## src/rtl/tick_gen.sv

```systemverilog
// tick_gen: multi-channel clock-enable generator with runtime-programmable dividers.
// Ports: clk, rst (async, high); en, ch_en[CHANNELS], sync_restart;
//        cfg_we, cfg_ch, cfg_div, cfg_oneshot write port;
//        tick/level/done per channel, all registered.
module tick_gen #(
  parameter int CHANNELS = 4,
  parameter int DIV_W = 16,
  parameter int unsigned DEFAULT_DIV = 1,
  localparam int CH_W = (CHANNELS > 1) ? $clog2(CHANNELS) : 1
) (
  input  logic                clk,
  input  logic                rst,
  input  logic                en,
  input  logic [CHANNELS-1:0] ch_en,
  input  logic                sync_restart,
  input  logic                cfg_we,
  input  logic [CH_W-1:0]     cfg_ch,
  input  logic [DIV_W-1:0]    cfg_div,
  input  logic                cfg_oneshot,
  output logic [CHANNELS-1:0] tick,
  output logic [CHANNELS-1:0] level,
  output logic [CHANNELS-1:0] done
);

  localparam logic [DIV_W-1:0] RST_DIV = DIV_W'(DEFAULT_DIV);

  for (genvar g = 0; g < CHANNELS; g++) begin : g_ch
    logic [DIV_W-1:0] r_div;
    logic [DIV_W-1:0] r_cnt;
    logic             r_os;
    logic             r_tick;
    logic             r_level;
    logic             r_done;
    logic             w_sel;
    logic             w_act;
    logic             w_tc;

    // Out-of-range cfg_ch never equals any g, so such writes fall away.
    assign w_sel = cfg_we && (int'(cfg_ch) == g);
    assign w_act = en && ch_en[g] && !r_done;
    // cnt only counts up to div, so it cannot wrap even for all-ones div.
    assign w_tc  = (r_cnt == r_div);

    always_ff @(posedge clk or posedge rst) begin
      if (rst) begin
        r_div   <= RST_DIV;
        r_cnt   <= '0;
        r_os    <= 1'b0;
        r_tick  <= 1'b0;
        r_level <= 1'b0;
        r_done  <= 1'b0;
      end else if (sync_restart) begin
        r_cnt   <= '0;
        r_tick  <= 1'b0;
        r_level <= 1'b0;
        r_done  <= 1'b0;
        // A write on the restart edge still lands its configuration.
        if (w_sel) begin
          r_div <= cfg_div;
          r_os  <= cfg_oneshot;
        end
      end else if (w_sel) begin
        r_div  <= cfg_div;
        r_os   <= cfg_oneshot;
        r_cnt  <= '0;
        r_tick <= 1'b0;
        r_done <= 1'b0;
      end else if (w_act) begin
        if (w_tc) begin
          r_cnt   <= '0;
          r_tick  <= 1'b1;
          r_level <= ~r_level;
          if (r_os) r_done <= 1'b1;
        end else begin
          r_cnt  <= r_cnt + 1'b1;
          r_tick <= 1'b0;
        end
      end else begin
        r_tick <= 1'b0;
      end
    end

    assign tick[g]  = r_tick;
    assign level[g] = r_level;
    assign done[g]  = r_done;
  end

endmodule
```

## config.mk

```make
export PLATFORM = sky130hd
export DESIGN_NAME = tick_gen
export DESIGN_NICKNAME = d
export VERILOG_FILES = /design/src/rtl/tick_gen.sv
export SDC_FILE = /design/constraint.sdc
export NUM_CORES = 1
export LEC_CHECK = 0
export CAP_MARGIN = 10
export CORE_ASPECT_RATIO = 1.1
export CORE_UTILIZATION = 53
export DETAILED_ROUTE_END_ITERATION = 10
export PLACE_DENSITY = 0.7
export RECOVER_POWER = 100
export SYNTH_ARGS = -nofsm -noshare
export SYNTH_HDL_FRONTEND = slang
export SYNTH_SLANG_ARGS = --single-unit
```

## constraint.sdc

```tcl
create_clock -name clk -period 4.8 [get_ports clk]
set_input_delay 0.48 -clock clk [delete_from_list [all_inputs] [get_ports clk]]
set_output_delay 0.48 -clock clk [all_outputs]
set_load 0.02 [all_outputs]
```

# Word-level counts from Yosys, hierarchy flattened
# Index checks and enable logic that the tools add are counted.
# totals
register_bits	144
input_bits	28
out_inout_bits	12
elab_cells	156
# op_classes
add_sub_neg	4
eq_ne	11
mux	68
bitwise	4
reduce_logical	45
# ops
operator	n
16-bit two-way mux	16
16-bit by 1-bit adder with 16-bit output, second input constant	4
16-bit == test	4
1-bit two-way mux	52
3-bit nonzero test	12
3-bit AND reduction	8
2-bit nonzero test	8
1-bit logical AND	12
2-bit inequality test, second input constant	4
2-bit == test, second input constant	2
1-bit zero test	4
1-bit NOT	4
2-bit by 1-bit == test with 1-bit output, second input constant	1
2-bit zero test	1

# Longest topological paths before layout
# Gate-level depths: netlist of the first run.
# logic_depth
word_depth	5
depth_mapped	8
ltp_nobuf	6

# Worst setup path after synthesis of the first run
# OpenSTA, ideal clock, no wires.
# synth_path
path_type	input to register
startpoint	in cfg_ch[0]
endpoint	reg g_ch[0].r_cnt[10]
t_arrival_ns	1.779
required_time_ns	4.669
setup_slack_ns	2.890
cell_stages	8
n_path_buf	3
path_cell_list	buf_2 -> or3b_1 -> buf_2 -> and3_1 -> buf_2 -> nor3b_2 -> xnor2_1 -> nor2_1
# synth_via
elab_chain_len	4
# synth_lines
element	line_no	text
start, declared	17	input logic [CH_W-1:0] cfg_ch,
2-bit zero test (*)	39	assign w_sel = cfg_we && (int'(cfg_ch) == g);
1-bit logical AND (*)	39	
16-bit two-way mux	62	end else if (w_sel) begin
16-bit two-way mux	52	end else if (sync_restart) begin
end signal, assigned	75	r_cnt <= r_cnt + 1'b1;
end, declared	29	logic [DIV_W-1:0] r_cnt;
# Mark *: on every way between the ends. The rest lies on a longest branch, timed or not.
# A chain may end at the register's enable or synchronous reset.

# Final worst setup path of the first run
# layout_path
startpoint	in cfg_ch[1]
endpoint	reg g_ch[0].r_cnt[5]
# The elaborated chain is that of the path after synthesis.

==> reports/results.ini, run 1 <==
[clock_tree]
cts-buffers-inserted=17
ctsResizeCount=0
cts_hold_buf=0
clk_pin_slew_ns=0.06
clock_sinks=144
clockBufferDepth=2
cts_setup_buffers=0
cts_max_level=4
clk_latency_ns=0.43
cts_tree=done
cts_root_buffer=clkbuf_16

[synthesis]
ys_ff_latch=144
yosysWarnings=0
synth_nets=751
synth-edff-count=0
synth_async_sr_flop_share=1.00
syn_inst=719
syn_area_um2=7300
synth_top_flop_cell=dfrtp_1
synthDistinctLibCells=55
avgSynthCellArea_um2=10.2
synth-seq-area-share=0.494

[routing]
firstDrtPassIters=5
ant_nets=0
drt-wirelength-per-cell_um=17.6
dr.first_iter.drc_count=279
via_per_inst=5.69
postRouteWirelength_mm=16.5
drc=0
vias=5339

[sta]
period_minus_slack_ns=3.11
max-slew-margin-rel=-0.618
fin_crit_sh=0.647
final.setup.tns_ns=0
fmaxAchievable_mhz=322
hold_viol=0
finalMaxSlewViolations=118
skew_ns=0.00828
tightest_slew_ns=2.43
rsz0062_at_grt=false
setup_viol=0

[final_layout]
layout-area-overhead-vs-synth_pct=13.0
nNetsFinal=774
n_antenna_cell=0
final_cell_mix=140 x nand2_1, 140 x dfrtp_1, 94 x xor2_1
finalInstanceArea_um2=8250
fill_cells=1132
final_layout_size_suffix_gt1_frac=0.102
utilization=0.619

[run]
drv_cap=1

[run_status]
violations=max-capacitance violations, max-slew violations
outcome=complete, but fails checks

[worst_setup_path]
end_kind=register
cpPeakStageDelay_ns=1.15
reg2reg_from=g_ch[1].r_cnt[8]$_DFFE_PP0P_
r2r_slack_ns=1.99
startpoint_type=input port
path_cells=dlygate4sd3_1, nor3b_1, nor2_1, o21ai_0, nor2_1
cp.arrival_ns=3.37
reg2regPathDepth=5
crit_slowest_cell=nor3b_1
worstPathMaxFanout=9
crit_type=input port to register
cp.required_ns=5.06
path_common_cell=nor2_1
r2r-end=g_ch[1].r_cnt[5]$_DFFE_PP0P_

[floorplan]
num_rows=44
io_pins=40
start_util=0.548
die_h_um=125
core_area_um2=13300
die_area_um2=14200
die_w_um=114

[global_route]
grt_first_pass_wirelength_mm=27.5
grt_max_degree=118
grt_use_total=0.253
grt_pass1_vias=5362
antenna_found_initial=0
gr-total-overflow=0

[placed_design]
placed_cell_area_um2=7720
io_buffer_count=39
gp_congestion=0.872
detailed_place_hpwl_mm=11.3

[power_and_ir_drop]
pwr-share-comb=0.107
p_sw_mw=0.747
leakagePower_nw=3.83
seqPwrFrac=0.467
p_clk_frac=0.426
swShare=0.248
p_int_mw=2.27
p_per_area_nw_per_um2=365
ir_drop_mv=0.258

[hold_path]
hold-path-cell-count=2
hp-class=register to register
hp-start=g_ch[1].r_div[0]$_DFFE_PP1P_
holdPathEnd=g_ch[1].r_div[0]$_DFFE_PP1P_

## sequential cells by signal, summed over array words and instances, names as in the netlist
| signal | flops |
|---|---|
| g_ch.r_cnt | 64 |
| g_ch.r_os | 4 |
| g_ch.r_done | 4 |
| g_ch.r_div | 64 |
| g_ch.r_level | 4 |
| g_ch.r_tick | 4 |
## kinds of logic (layout without fill, tap and decap cells)
| logic type | Yosys count | in the layout | share of synthesized area |
|---|---|---|---|
| compound gates | 55 | 55 | 0.0531 |
| simple gates | 331 | 331 | 0.232 |
| buf+inv | 44 | 79 | 0.0332 |
| mux | 34 | 34 | 0.0524 |
| fa+ha+maj | 4 | 4 | 0.00686 |
| flops | 144 | 144 | 0.494 |
| xor+xnor | 107 | 107 | 0.128 |
## Yosys cell counts (all sizes together), types with 2 or more instances
| library cell | count | area, um^2 |
|---|---|---|
| xnor2 | 13 | 114 |
| or4 | 4 | 30.0 |
| or2 | 3 | 18.8 |
| a32oi | 3 | 26.3 |
| nor2 | 60 | 225 |
| nand2 | 140 | 526 |
| o311ai | 3 | 26.3 |
| nor3 | 7 | 50.1 |
| buf | 23 | 164 |
| o21ai | 13 | 72.6 |
| ha | 4 | 50.1 |
| xor2 | 94 | 823 |
| a31oi | 7 | 56.3 |
| mux2 | 34 | 383 |
| a32o | 2 | 20.0 |
| nor3b | 3 | 32.5 |
| o31ai | 7 | 52.6 |
| nand4 | 24 | 184 |
| inv | 8 | 30.0 |
| dfrtp | 140 | 3500 |
| and3b | 4 | 35.0 |
| a22oi | 2 | 15.0 |
| dfstp | 4 | 105 |
| a21oi | 7 | 35.0 |
| and3 | 13 | 81.3 |
| o211ai | 2 | 15.0 |
| nor2b | 2 | 12.5 |
| o22ai | 3 | 18.8 |
| o31a | 2 | 17.5 |
| nand3 | 26 | 130 |
| clkbuf | 13 | 48.8 |
| and2 | 6 | 37.5 |
| nand2b | 5 | 31.3 |
| and4 | 6 | 52.6 |
| nor4 | 17 | 161 |
| nand3b | 8 | 60.1 |
## routing by layer
| metal | GRT usage | up-vias | wire length, um |
|---|---|---|---|
| met5 | 0 | - | 0 |
| met4 | 0.0871 | 0 | 262 |
| met3 | 0.0582 | 19 | 727 |
| met2 | 0.410 | 135 | 8080 |
| met1 | 0.336 | 2678 | 7410 |
| li1 | - | 2507 | - |
## power by group through the flow
stage / Combinational [mW] / Clock [mW] / Sequential (mW)
global placement: 0.318 / 0 / 1.43
detailed placement: 0.328 / 0 / 1.43
CTS: 0.331 / 1.30 / 1.41
floorplan: 0.248 / 0 / 1.40
global route: 0.360 / 1.35 / 1.42
finish: 0.321 / 1.29 / 1.41
## how the worst max path moves through the flow
| stage | startpoint | endpoint | slack, ns | depth (start not counted) |
|---|---|---|---|---|
| after global placement | cfg_ch[1] | g_ch[2].r_cnt[8]$_DFFE_PP0P_ | 2.01 | 5 |
| after detailed placement | cfg_ch[1] | g_ch[2].r_cnt[2]$_DFFE_PP0P_ | 1.94 | 5 |
| after CTS | cfg_ch[1] | g_ch[2].r_cnt[12]$_DFFE_PP0P_ | 2.38 | 5 |
| final | cfg_ch[1] | g_ch[0].r_cnt[5]$_DFFE_PP0P_ | 1.69 | 5 |
| after global routing | cfg_ch[1] | g_ch[0].r_cnt[11]$_DFFE_PP0P_ | 1.51 | 5 |
| after floorplan | rst | g_ch[0].r_cnt[0]$_DFFE_PP0P_ | 0.46 | 1 |
## worst max-delay path, delay by kind of cell
| kind | cells | cell delay (ns) |
|---|---|---|
| compound gates | 1 | 0.54 |
| simple gates | 3 | 1.68 |
| buf+inv | 1 | 0.66 |
## layout make-up
type / instances / area [um^2] / area share
clock buffer: 24 / 482 / 0.0584
clock inverter: 7 / 85.1 / 0.0103
inverter: 8 / 33.8 / 0.00410
multi-input combinational: 531 / 3410 / 0.414
sequential: 144 / 3610 / 0.437
tap: 184 / 230 / 0.0279
timing repair buffer: 40 / 398 / 0.0482
## stage by stage
step / hold WS (ns) / power (mW) / setup WS (ns) / instances
after CTS: 0.476 / 3.04 / 2.38 / 938
final: 0.477 / 3.01 / 1.69 / 938
after detailed placement: 0.467 / 1.76 / 1.94 / 907
after global placement: 0.457 / 1.74 / 2.01 / 907
after global routing: 0.498 / 3.13 / 1.51 / 938
after floorplan: 0.446 / 1.65 / 0.460 / 719
Power figures use the tool's default switching activity.
==> inputs of run 2 (changes only) <==
Settings changed: PLACE_DENSITY 0.7 to 0.73.
Clock period 4.8 ns to 2.85 ns, I/O delays scaled along.
==> run 2 against run 1 <==
  * The run now ends clean
  * Setup slack got worse by 1.3 ns
  * Sequential share of layout area decreased by 0.50 points
  * Sequential cell count is the same
  * Sequential power up 68%
  * Final cell count rose by 1.2%
  * Global-route usage up 0.30 points
  * Critical path type is now register to register
  * Via count increased by 2.4%
  * Register-to-register slack got worse by 1.6 ns
  * Highest routed layer unchanged
  * Clock-buffer cell count shrank 3
  * Utilization up 0.71 points
==> reports/results.ini, run 2 (synthesized netlist as in run 1, its figures left out) <==
[run_status]
outcome=finished clean

[clock_tree]
cts_tree=done
clock_sinks=144
clk_pin_slew_ns=0.06
cts_max_level=4
ctsResizeCount=0
cts_hold_buf=0
clk_latency_ns=0.43
clockBufferDepth=2
cts_root_buffer=clkbuf_16
cts-buffers-inserted=17
cts_setup_buffers=0

[global_route]
grt_max_degree=64
grt_pass1_vias=5462
grt_first_pass_wirelength_mm=28.1
grt_use_total=0.256
gr-total-overflow=0
antenna_found_initial=0

[worst_setup_path]
cp.required_ns=3.13
crit_slowest_cell=o21ai_1
cp.arrival_ns=2.71
crit_buf_inv=0
cp.depth=5
crit_family=simple AND/OR/NAND/NOR gates
end_kind=register
reg2reg_from=g_ch[3].r_cnt[13]$_DFFE_PP0P_
r2r_slack_ns=0.42
crit_type=register to register
reg2regPathDepth=5
startpoint_type=register
r2r-end=g_ch[3].r_cnt[11]$_DFFE_PP0P_
worstPathMaxFanout=10
path_cells=xor2_1, nor4_1, nand4_1, o21ai_1, nor2_1
cpPeakStageDelay_ns=0.66

[routing]
ant_nets=0
drc=0
firstDrtPassIters=5
postRouteWirelength_mm=16.6
drt-wirelength-per-cell_um=17.5
dr.first_iter.drc_count=374
via_per_inst=5.76
vias=5466

[final_layout]
final_cell_mix=140 x nand2_1, 140 x dfrtp_1, 94 x xor2_1
nNetsFinal=784
reg_top3=g_ch.r_cnt x64, g_ch.r_div x64
utilization=0.626
layout-area-overhead-vs-synth_pct=14.3
final_layout_size_suffix_gt1_frac=0.108
n_antenna_cell=0

[floorplan]
start_util=0.548
die_w_um=114
die_h_um=125
core_area_um2=13300
io_pins=40
num_rows=44
die_area_um2=14200

[power_and_ir_drop]
p_per_area_nw_per_um2=627
leakagePower_nw=3.87
ir_drop_mv=0.363

[sta]
period_minus_slack_ns=2.43
hold_viol=0
fmaxAchievable_mhz=412
tightest_slew_ns=1.23
skew_ns=0.00930
max-slew-margin-rel=0.173
final.setup.tns_ns=0
setup_viol=0
finalMaxSlewViolations=0
rsz0062_at_grt=false
fin_crit_sh=0.852

[placed_design]
detailed_place_hpwl_mm=11.6
io_buffer_count=39
gp_congestion=0.906

[hold_path]
hp-start=g_ch[2].r_div[0]$_DFFE_PP1P_
hold-path-cell-count=2
holdPathEnd=g_ch[2].r_div[0]$_DFFE_PP1P_
hp-class=register to register

[run]
drv_cap=0

## run 2: how the worst max path moves through the flow
stage / from / slack, ns / endpoint
CTS: g_ch[2].r_cnt[9]$_DFFE_PP0P_ / 0.57 / g_ch[2].r_cnt[6]$_DFFE_PP0P_
detailed placement: cfg_ch[0] / 0.43 / g_ch[2].r_cnt[12]$_DFFE_PP0P_
global route: g_ch[3].r_cnt[13]$_DFFE_PP0P_ / 0.20 / g_ch[3].r_cnt[5]$_DFFE_PP0P_
global placement: cfg_ch[0] / 0.54 / g_ch[2].r_cnt[12]$_DFFE_PP0P_
finish: g_ch[3].r_cnt[13]$_DFFE_PP0P_ / 0.42 / g_ch[3].r_cnt[11]$_DFFE_PP0P_
floorplan: rst / 0.76 / g_ch[0].r_cnt[0]$_DFFE_PP0P_
## run 2: per-layer routing
layer / vias up / GRT usage / part of all wire
li1: 2520 / - / -
met1: 2718 / 0.351 / 0.43
met2: 195 / 0.401 / 0.49
met3: 33 / 0.0524 / 0.062
met4: 0 / 0.100 / 0.019
met5: - / 0 / 0
## run 2: worst register-to-register path, delay by kind of cell (launching register included)
kind / cells / cell delay, ns
AND/OR/NAND/NOR: 3 / 0.99
flip-flops: 1 / 0.45
XOR/XNOR: 1 / 0.19
AO/OA/AOI/OAI: 1 / 0.66
## run 2: where the power goes
group	switching (mW)	internal (mW)	leakage, nW
logic	0.298	0.248	1.69
registers	0.142	2.23	1.88
clock network	0.848	1.46	0.304
## run 2: stage by stage
stage | power (mW) | worst slack, ns | cell area (um^2) | hold WS [ns] | std cells
6_report | 5.23 | 0.422 | 8340 | 0.467 | 949
5_1_grt | 5.42 | 0.204 | 8340 | 0.492 | 949
4_1_cts | 5.27 | 0.575 | 8440 | 0.306 | 949
3_5_place_dp | 2.97 | 0.432 | 7820 | 0.461 | 917
3_3_place_gp | 2.95 | 0.539 | 7820 | 0.456 | 917
2_1_floorplan | 2.78 | 0.763 | 7300 | 0.368 | 719
## run 2: area by class of cell
type / count / area (um^2)
well taps: 184 / 230
repair buffers: 50 / 463
fillers: 1110 / 4980
clock inverters: 11 / 135
inverters: 8 / 31.3
multi-input cells: 531 / 3390
clock buffers: 21 / 480
flip-flops and latches: 144 / 3610
==> inputs of run 3 (changes only) <==
Settings changed: SLEW_MARGIN set to 20.
==> results of run 3 <==
Final layout, timing and power as in run 2 (identical DEF).
